**config.mk**
```make
export PLATFORM = sky130hd
export DESIGN_NAME = fnd_scan_ctrl
export DESIGN_NICKNAME = d
export VERILOG_FILES = /design/src/rtl/fnd_scan_ctrl.sv
export SDC_FILE = /design/constraint.sdc
export NUM_CORES = 1
export LEC_CHECK = 0
export CORE_MARGIN = 3
export CORE_UTILIZATION = 58
export CTS_CLUSTER_SIZE = 28
export DETAILED_ROUTE_END_ITERATION = 6
export PLACE_DENSITY = 0.86
export SYNTH_ARGS = -nofsm -noshare
export SYNTH_HDL_FRONTEND = slang
export SYNTH_SLANG_ARGS = --single-unit
```
**constraint.sdc**
```tcl
create_clock -name clk -period 12 [get_ports clk]
set_input_delay 1.8 -clock clk [delete_from_list [all_inputs] [get_ports clk]]
set_output_delay 1.8 -clock clk [all_outputs]
set_load 0.03 [all_outputs]
```
**src/rtl/fnd_scan_ctrl.sv**
```systemverilog
// ---------------------------------------------------------------------------
// fnd_scan_ctrl
//
// Purpose:
//   Time-multiplexes the Basys3 4-digit common-anode 7-segment display.
//   A prescaler produces a one-cycle scan tick every DIV = CLK_HZ/SCAN_HZ
//   clocks. Each tick advances a 2-bit digit index 0->1->2->3->0. The active
//   digit's value is taken from the time fields and decoded to segments.
//   The digit enable, segments and decimal point are registered, so the
//   outputs lag the index and the inputs by one clock.
//
// Parameters:
//   CLK_HZ   system clock frequency
//   SCAN_HZ  digit-advance rate (DIV = CLK_HZ/SCAN_HZ, integer, >= 2)
//
// Ports:
//   clk       in   1  system clock, rising edge
//   rst_n     in   1  synchronous active-low reset
//   mode      in   1  0 = sec.msec, 1 = hour.min
//   msec      in   7  centiseconds (0..99 nominal)
//   sec       in   6  seconds (0..59 nominal)
//   min       in   6  minutes (0..59 nominal)
//   hour      in   5  hours (0..23 nominal)
//   dot       in   4  active-low DP per digit, bit0 = rightmost digit
//   fnd_com   out  4  active-low digit enables, bit0 = rightmost digit
//   fnd_data  out  8  active-low segments {dp,g,f,e,d,c,b,a}
// ---------------------------------------------------------------------------
module fnd_scan_ctrl #(
    parameter int CLK_HZ  = 100_000_000,
    parameter int SCAN_HZ = 1_000
) (
    input  logic       clk,
    input  logic       rst_n,
    input  logic       mode,
    input  logic [6:0] msec,
    input  logic [5:0] sec,
    input  logic [5:0] min,
    input  logic [4:0] hour,
    input  logic [3:0] dot,
    output logic [3:0] fnd_com,
    output logic [7:0] fnd_data
);

    localparam int DIV = CLK_HZ / SCAN_HZ;
    localparam int CW  = (DIV > 2) ? $clog2(DIV) : 1;

    localparam logic [CW-1:0] CNT_MAX = CW'(DIV - 1);
    localparam logic [CW-1:0] CNT_ONE = CW'(1);

    // Active-low g..a pattern for one decimal digit; 10..15 are blank.
    function automatic logic [6:0] seg_decode(input logic [3:0] d);
        logic [6:0] s;
        case (d)
            4'd0:    s = 7'b1000000;
            4'd1:    s = 7'b1111001;
            4'd2:    s = 7'b0100100;
            4'd3:    s = 7'b0110000;
            4'd4:    s = 7'b0011001;
            4'd5:    s = 7'b0010010;
            4'd6:    s = 7'b0000010;
            4'd7:    s = 7'b1111000;
            4'd8:    s = 7'b0000000;
            4'd9:    s = 7'b0010000;
            default: s = 7'b1111111;
        endcase
        return s;
    endfunction

    // Tens digit of a field. Values 100..127 give 10..12, which the decoder
    // blanks instead of wrapping.
    function automatic logic [3:0] tens_of(input logic [6:0] v);
        logic [6:0] q;
        q = v / 7'd10;
        return q[3:0];
    endfunction

    function automatic logic [3:0] units_of(input logic [6:0] v);
        logic [6:0] r;
        r = v % 7'd10;
        return r[3:0];
    endfunction

    logic [CW-1:0] cnt;
    logic          tick;
    logic [1:0]    idx;

    assign tick = (cnt == CNT_MAX);

    always_ff @(posedge clk) begin
        if (!rst_n) begin
            cnt <= '0;
        end else if (tick) begin
            cnt <= '0;
        end else begin
            cnt <= cnt + CNT_ONE;
        end
    end

    always_ff @(posedge clk) begin
        if (!rst_n) begin
            idx <= 2'd0;
        end else if (tick) begin
            idx <= idx + 2'd1;
        end
    end

    // ---- stage p0: select and decode the digit addressed by idx ----
    logic [6:0] hi_p0;
    logic [6:0] lo_p0;
    logic [3:0] digit_p0;
    logic [6:0] seg_p0;
    logic       dp_p0;
    logic [3:0] com_p0;

    always_comb begin
        hi_p0 = mode ? {2'b00, hour} : {1'b0, sec};
        lo_p0 = mode ? {1'b0, min}   : msec;
    end

    always_comb begin
        digit_p0 = 4'd0;
        case (idx)
            2'd0: digit_p0 = units_of(lo_p0);
            2'd1: digit_p0 = tens_of(lo_p0);
            2'd2: digit_p0 = units_of(hi_p0);
            2'd3: digit_p0 = tens_of(hi_p0);
            default: digit_p0 = 4'd0;
        endcase
    end

    always_comb begin
        seg_p0 = seg_decode(digit_p0);
        dp_p0  = dot[idx];
        com_p0 = ~(4'b0001 << idx);
    end

    // ---- stage p1: registered pin drivers ----
    logic [3:0] com_p1;
    logic [7:0] data_p1;

    always_ff @(posedge clk) begin
        if (!rst_n) begin
            com_p1  <= 4'b1111;
            data_p1 <= 8'hFF;
        end else begin
            com_p1  <= com_p0;
            data_p1 <= {dp_p0, seg_p0};
        end
    end

    assign fnd_com  = com_p1;
    assign fnd_data = data_p1;

endmodule

```
* After elaboration in Yosys (flattened, before gate mapping)
Memory sizes are Yosys's and may differ from the RTL's. A register that Yosys moved wholly into a read port is not among the register bits.
Cells that the tools add are included.
** Word-level totals
- Bits in registers :: 31
- Memory bits (read-only) :: 112
- Input bits :: 31
- Output and inout port bits :: 12
- Memories kept :: 1
- Word-level logic and storage cells :: 27
** Cells by class
- Bitwise operators :: 2
- $lt $le $gt $ge :: 1
- Add/subtract/negate cells :: 2
- Reduce and logical (&&, ||, !) cells :: 3
- Muxes and demuxes :: 5
- Divide/modulo/power cells :: 4
- Shift-type cells :: 1
- Eq/ne operators :: 4
** Memory list
- (name not given) :: depth 16, width 7, rd ports 1, clocked after memory_dff 1, write ports 0, line 53 : case (d)
** Operators with widths (number)
- adder 17 x 1 -> 17 bit (second input constant) :: 1
- == test 17 bit (second input constant) :: 1
- case mux 4 bit (4 select lines) :: 1
- divider 7 x 4 -> 7 bit (second input constant) :: 2
- modulo 7 x 4 -> 7 bit (second input constant) :: 2
- two-way mux 7 bit :: 1
- two-way mux 6 bit :: 1
- == test 2 bit (second input constant) :: 2
- NOT 4 bit :: 1
- << shifter 1 x 2 -> 4 bit (first input constant) :: 1
- < comparator 2 x 3 -> 1 bit (second input constant) :: 1
- adder 2 x 1 -> 2 bit (second input constant) :: 1
- binary-select mux 1 bit (select 2 bit) :: 1
- == test 2 x 1 -> 1 bit (second input constant) :: 1
- zero test 2 bit :: 1
- OR reduction 2 bit :: 1
- zero test 1 bit :: 1
- two-way mux 1 bit :: 1
- NOT 1 bit :: 1

* Depth between registers and ports, before layout
Gate-level depths: netlist of the first run.
- Depth in word-level cells :: 3
- Depth in mapped cells :: 22
- Gate-level depth less buffers :: 19

* Least setup slack after synthesis of the first run
No wires, ideal clock.
- Path kind :: in2reg
- Start point :: in msec[4]
- End point :: reg data_p1[4] (netlist: fnd_data[4])
- Setup slack :: 6666 ps
- Required time :: 11875 ps
- Data arrival time :: 5209 ps
- Stages :: 19
- Buffers on the path :: 2
- Cell sequence :: clkbuf_1 or3b_1 a22oi_1 nor2_1 ha_1 inv_1 a2111oi_0 nor4_2 ha_1 nand2_1 nand3_1 o2111ai_1 or3_1 buf_2 inv_1 ha_1 nand3_1 mux2_2 o41a_1
** On the way
- Word-level cells in the longest chain between the ends :: 3
- Elaborated cells on any way between the ends :: 4
** Ends and longest elaborated chain
- start, declared :: line 35 : input logic [6:0] msec,
- two-way mux 7 bit * :: line 117 : lo_p0 = mode ? {1'b0, min} : msec;
- divider 7 x 4 -> 7 bit / modulo 7 x 4 -> 7 bit (equally long branches) :: line 73, 79
- case mux 4 bit (4 select lines) * :: line 122 : case (idx)
- end, declared :: line 139 : logic [7:0] data_p1;
Every way passes the cells marked *; elsewhere a longest branch is shown, timed or not.
A chain may end at the register's enable or synchronous reset.

* Final worst setup path of the first run
- Start point :: in mode
- End point :: reg data_p1[4] (netlist: fnd_data[4])
** On the way
- Word-level cells in the longest chain between the ends :: 3
- Elaborated cells on any way between the ends :: 7
** Ends and longest elaborated chain
- start, declared :: line 34 : input logic mode,
- two-way mux 6 bit / two-way mux 7 bit (equally long branches) :: line 116, 117
- divider 7 x 4 -> 7 bit / modulo 7 x 4 -> 7 bit (equally long branches) :: line 73, 79
- case mux 4 bit (4 select lines) * :: line 122
Marked as above.

==> run summary, run 1 <==
Initial Utilization = 61.7%
Slew Viols, Final = 0
I/O pin total = 43
Synth Flop Type = dfxtp_1
Worst path cell trace = clkdlybuf4s50_1, buf_4, or4b_1, nor2_1, nor2_1, ha_1, inv_1, a2111oi_0, nor4_2, ha_1, nand2_1, nand3_1, o2111ai_1, or3_1, inv_1, ha_1, nand3_1, mux2_2, o41a_1
Critical-path cell with the highest stage delay = or4b_1
RSZ-0062 raised after global routing = false
Asr flop ratio synth = 0%
YS warnings = 0
Core area = 4120 µm²
P_leak = 1.17 nW
Outcome = finished clean
Row count = 23
Post-DRT Antenna Nets = 0
Yosys top cell area share = 24.5%
Hold path start = cnt[0]$_SDFF_PP0_
Syn nets = 350
Slew headroom = 54.8%
First-pass GRT wire length = 10100 µm
Via count = 2351
IO buf count = 42
Post-CTS Hold Buffers = 0
Number of nets in the layout = 384
Area delta synth->final = 20.0%
DR pass1 iterations = 4
Slew of the pin with the lowest slew margin = 677 ps
GRT Total Usage = 24.1%
Synth unique cells = 64
Setup TNS = 0 ps
Die height = 72.1 µm
Synthesized area = 2540 µm²
Top area cells in the synthesized netlist = dfxtp_1 (24%), ha_1 (6.9%), mux4_2 (6.2%), nor2_1 (4.7%), nand2_1 (4.3%)
Type of the worst min-delay path = flop to flop
Design area = 3040 µm²
CP max stage delay = 660 ps
Buf/Inv on CP = 4
Antenna violations before repair = 0
Total wire length = 5980 µm
Setup repair bufs after CTS = 0
Clock Tree Root = clkbuf_8
Cell taking the most area after synthesis = dfxtp_1
Skew final = 10.7 ps
Crit start category = input port
#FFs+latches synth = 31
DP Wirelength = 4620 µm
Clk pin slew, worst setup/hold paths = 70 ps
Max FO, Critical Path = 29
CTS tree = done
Seq/Total Area, Yosys = 24.5%
Most frequent CP cell = ha_1
Post-route clock period utilization = 49.6%
Synth cell count leaders = nor2_1 (32), dfxtp_1 (31), nand2_1 (29)
Fmax = 0.168 GHz
Critical Path RT = 12180 ps
Vias in the first global route = 2310
Number of flops mapped to enable cells by yosys = 0
Hold Fails Final Rpt = 0
Pwr dens = 105 nW/µm²
Top delay family on crit path = simple AND/OR/NAND/NOR gates
Data arrival, critical path = 6130 ps
Worst vdd ir = 0.0561 mV
Die Area = 5200 µm²
Layout cell share with drive strength beyond 1 = 10.3%
# setup viols final = 0
DP Area = 2940 µm²
1st-iter DRT viols = 132
Period minus WS final = 5950 ps
Number of vias per cell = 6.03
CTS Buffer Depth = 2
Die width = 72.1 µm
Largest net degree at the start of global routing = 30
GRT overflow = 0
Most common cell in the netlist = nor2_1
Skew-Pair Late Insertion Delay = 290 ps
N_diodes = 0
Sink Count = 31
Cts repair resizes = 0
Gate Count Post-Synth = 305
Max_cap viols = 0
DRC viols = 0
WL/cell = 15.3 µm
Inserted Clock Buffers = 5
Reg-to-reg startpoint = idx[0]$_SDFFE_PN0P_
GP Congestion = 1.00
Worst setup EP type = flop
Avg Synthesized Cell Area = 8.32 µm²
Worst Setup SP = mode
Layout fillers = 335
Critical path class = input port to flop
Max H-tree Level = 2
[where the power goes]
part / switching (mW) / internal [mW] / total, mW
registers: 0.00218 / 0.110 / 0.112
logic: 0.0644 / 0.0517 / 0.116
clock network: 0.0394 / 0.0521 / 0.0915
[sequential cells by signal, summed over array words and instances (netlist names)]
| register | flops |
|---|---|
| cnt | 17 |
| fnd_data | 8 |
| fnd_com | 4 |
| idx | 2 |
[cell type report]
class	count	area [µm²]	share of cell area, %
Tap cell	50	62.6	2.06
Timing Repair Buffer	43	428	14.1
Clock buffer	7	96.3	3.16
Sequential cell	31	621	20.4
Multi-Input combinational cell	239	1760	57.7
Inverter	19	71.3	2.34
Clock inverter	1	7.51	0.247
[kinds of logic after synthesis]
logic type                 Yosys count  share of synthesized area (%)
DFF                                 31                           24.5
xor gates and xnor gates            16                           5.52
muxes                               21                           12.8
adders and majority gates           14                           6.90
and+or+nand+nor                    124                           25.9
AOI/OAI and AO/OA                   64                           18.1
buffers and inverters               35                           6.26
[through the flow]
stage | util [%] | hold WS, ps | setup WS (ps) | cells | total power, mW
after detailed placement | 71.5 | 445 | 5820 | 382 | 0.229
after CTS | 74.0 | 454 | 6110 | 390 | 0.321
after global placement | 71.5 | 422 | 6010 | 382 | 0.226
after floorplan | - | 413 | 6670 | 305 | 0.195
final | 74.0 | 449 | 6050 | 390 | 0.320
after global routing | 74.0 | 487 | 5820 | 390 | 0.337
[path summary, 6_finish.rpt]
kind | endpoint | slack [ps] | cells after the start
max reg2reg | fnd_data[4]$_SDFF_PN1_ | 7320 | 18
min | cnt[0]$_SDFF_PP0_ | 450 | 1
min reg2reg | cnt[0]$_SDFF_PP0_ | 450 | 1
max | fnd_data[4]$_SDFF_PN1_ | 6050 | 19
[layout by cell type (no fill, tap or decap), drive strengths merged, types with 2 or more instances in the layout]
master         synthesis  final
a2111oi                3      3
a21o                   2      2
a21oi                 13     13
a221o                  4      4
a22o                   3      3
a22oi                  2      2
a31oi                  9      9
and3                   7      7
clkbuf                 9      7
clkdlybuf4s50          0     42
dfxtp                 31     31
ha                    14     14
inv                   19     19
mux2                   5      5
mux2i                  8      8
mux4                   8      8
nand2                 29     29
nand2b                 5      5
nand3                 10     10
nand3b                 2      2
nand4                  7      7
nor2                  32     32
nor2b                  2      2
nor3                   9      9
nor3b                  4      4
nor4                   3      3
nor4b                  3      3
o21a                   2      2
o21ai                 10     10
o31ai                  5      5
or2                    2      2
or3                    6      6
xnor2                  6      6
xor2                  10     10
[metal layers]
| metal | track usage, % | vias up | part of all wire (%) |
|---|---|---|---|
| met1 | 28.6 | 1092 | 43 |
| met3 | 2.91 | 19 | 2.8 |
| met5 | 0 | - | 0 |
| li1 | - | 1187 | - |
| met2 | 41.7 | 53 | 50 |
| met4 | 14.0 | 0 | 3.5 |
Note: power is estimated with default switching activity, not from simulation.
==> inputs of run 2 (changes only) <==
- CORE_UTILIZATION: 58 -> 49
- PLACE_DENSITY: 0.86 -> 0.78
- clock period: 12 -> 5.15 ns (I/O delays scaled with it)
==> run summary, run 2 (same netlist as run 1, synthesis figures left out) <==
Skew-Pair Late Insertion Delay = 280 ps (was 290 ps)
Cts repair resizes = 0 (unchanged)
DP Wirelength = 4430 µm (was 4620 µm)
Setup TNS = 0 ps (unchanged)
Most frequent cells in the layout = clkdlybuf4s50_1 (42), nor2_1 (32), dfxtp_1 (31) (unchanged)
Row count = 25 (was 23)
Total wire length = 5680 µm (was 5980 µm)
Reg-to-reg startpoint = idx[0]$_SDFFE_PN0P_ (unchanged)
Max H-tree Level = 2 (unchanged)
Initial Utilization = 52.3% (was 61.7%)
Slew of the pin with the lowest slew margin = 738 ps (was 677 ps)
IO buf count = 42 (unchanged)
Die Area = 6080 µm² (was 5200 µm²)
Vias in the first global route = 2234 (was 2310)
Biggest register = cnt (unchanged)
Max_cap viols = 0 (unchanged)
Post-CTS Hold Buffers = 0 (unchanged)
Post-route clock period utilization = 91.4%
Worst path cell trace = clkdlybuf4s50_1, buf_12, or4b_1, nor2_1, nor2_1, ha_1, inv_1, a2111oi_0, nor4_2, ha_1, nand2_1, a22o_1, o2111a_1, a21oi_1, inv_1, ha_1, nor3_1, o31ai_1 (was clkdlybuf4s50_1, buf_4, or4b_1, nor2_1, nor2_1, ha_1, inv_1, a2111oi_0, nor4_2, ha_1, nand2_1, nand3_1, o2111ai_1, or3_1, inv_1, ha_1, nand3_1, mux2_2, o41a_1)
1st-iter DRT viols = 114 (was 132)
Total power draw = 710 µW (was 320 µW)
DRC viols = 0 (unchanged)
Critical-path cell with the highest stage delay = or4b_1 (unchanged)
Data arrival, critical path = 4850 ps (was 6130 ps)
Fmax = 0.212 GHz
Clk pin slew, worst setup/hold paths = 60 ps (was 70 ps)
Worst Setup SP = mode (unchanged)
Critical Path RT = 5290 ps (was 12180 ps)
Most frequent CP cell = ha_1 (unchanged)
First-pass GRT wire length = 9890 µm (was 10100 µm)
Die width = 78.0 µm (was 72.1 µm)
CTS tree = done (unchanged)
Sink Count = 31 (unchanged)
GRT overflow = 0 (unchanged)
Outcome = finished clean (unchanged)
CP max stage delay = 540 ps (was 660 ps)
WL/cell = 13.8 µm (was 15.3 µm)
Number of vias per cell = 5.79 (was 6.03)
Critical path class = input port to flop (unchanged)
N_diodes = 0 (unchanged)
Skew final = 5.99 ps (was 10.7 ps)
Number of nets in the layout = 389 (was 384)
Hold Fails Final Rpt = 0 (unchanged)
Commonest non-fill, non-tap cell in the layout = clkdlybuf4s50_1 (unchanged)
Setup repair bufs after CTS = 0 (unchanged)
Slew Viols, Final = 0 (unchanged)
Worst vdd ir = 0.138 mV (was 0.0561 mV)
Pwr dens = 230 nW/µm² (was 105 nW/µm²)
Layout cell share with drive strength beyond 1 = 11.0% (was 10.3%)
I/O pin total = 43 (unchanged)
Max FFs per register = 17 (unchanged)
Period minus WS final = 4710 ps
Core area = 4850 µm² (was 4120 µm²)
Clock Tree Root = clkbuf_8 (unchanged)
GRT Total Usage = 19.7% (was 24.1%)
CTS Buffer Depth = 2 (unchanged)
RSZ-0062 raised after global routing = false (unchanged)
Type of the worst min-delay path = flop to flop (unchanged)
Antenna violations before repair = 0 (unchanged)
P_leak = 1.19 nW (was 1.17 nW)
Crit start category = input port (unchanged)
Hold path start = cnt[0]$_SDFF_PP0_ (unchanged)
DR pass1 iterations = 4 (unchanged)
GP Congestion = 0.869 (was 1.00)
Inserted Clock Buffers = 5 (unchanged)
Largest net degree at the start of global routing = 30 (unchanged)
Slew headroom = 50.8% (was 54.8%)
Post-DRT Antenna Nets = 0 (unchanged)
# setup viols final = 0 (unchanged)
Via count = 2386 (was 2351)
Max FO, Critical Path = 29 (unchanged)
Area delta synth->final = 21.9% (was 20.0%)
Worst setup EP type = flop (unchanged)
Layout fillers = 428 (was 335)
Die height = 78.0 µm (was 72.1 µm)
run 2: cell count changes in the layout (fill, tap and decap cells not counted):
| cell | previous run | this run |
|---|---|---|
| buf_4 | 1 | 5 |
| clkbuf_1 | 0 | 2 |
| clkbuf_8 | 7 | 5 |
| buf_12 | 0 | 1 |
| clkinv_2 | 0 | 1 |
| clkinvlp_4 | 1 | 0 |
run 2: report_power, final:
group | switching, mW | leakage (nW) | internal, mW
clock network | 0.0845 | 0.0422 | 0.0945
logic | 0.145 | 0.895 | 0.124
registers | 0.00512 | 0.253 | 0.256
run 2: per-stage QoR:
stage                     std cells  cell area, µm²  util [%]  hold WS (ps)  setup WS [ps]
after floorplan                 305            2540         -           413            844
after global placement          404            3010      62.1           428            339
after detailed placement        404            3010      62.1           435            185
after CTS                       412            3090      63.8           447            480
after global routing            412            3090      63.8           456           87.6
final                           412            3090      63.8           449            440
run 2: final timing paths:
| path | slack, ps | to | depth (start not counted) |
|---|---|---|---|
| worst max-delay path | 440 | fnd_data[3]$_SDFF_PN1_ | 18 |
| worst min-delay path | 450 | cnt[0]$_SDFF_PP0_ | 1 |
| worst max register to register | 670 | fnd_data[3]$_SDFF_PN1_ | 17 |
| worst min register to register | 450 | cnt[0]$_SDFF_PP0_ | 1 |
run 2: critical path: cells and delay by family:
kind	cells	cell delay (ps)
adder cells (fa/ha/maj)	3	810
AO/OA/AOI/OAI	5	890
AND/OR/NAND/NOR	6	1520
buffers and inverters	4	850
run 2: layer usage:
| layer | part of all wire (%) | wire length [µm] | track usage, % |
|---|---|---|---|
| met1 | 47 | 2650 | 23.9 |
| met5 | 0 | 0 | 0 |
| met3 | 5.2 | 297 | 3.71 |
| met2 | 46 | 2590 | 33.5 |
| met4 | 2.6 | 146 | 9.44 |
run 2: final cells by class:
| type | count | area (µm²) | area share (%) |
|---|---|---|---|
| Clock buffer | 7 | 76.3 | 2.47 |
| Clock inverter | 1 | 5.00 | 0.162 |
| Inverter | 19 | 71.3 | 2.31 |
| Multi-Input combinational cell | 239 | 1760 | 56.8 |
| Sequential cell | 31 | 621 | 20.1 |
| Tap cell | 67 | 83.8 | 2.71 |
| Timing Repair Buffer | 48 | 478 | 15.5 |
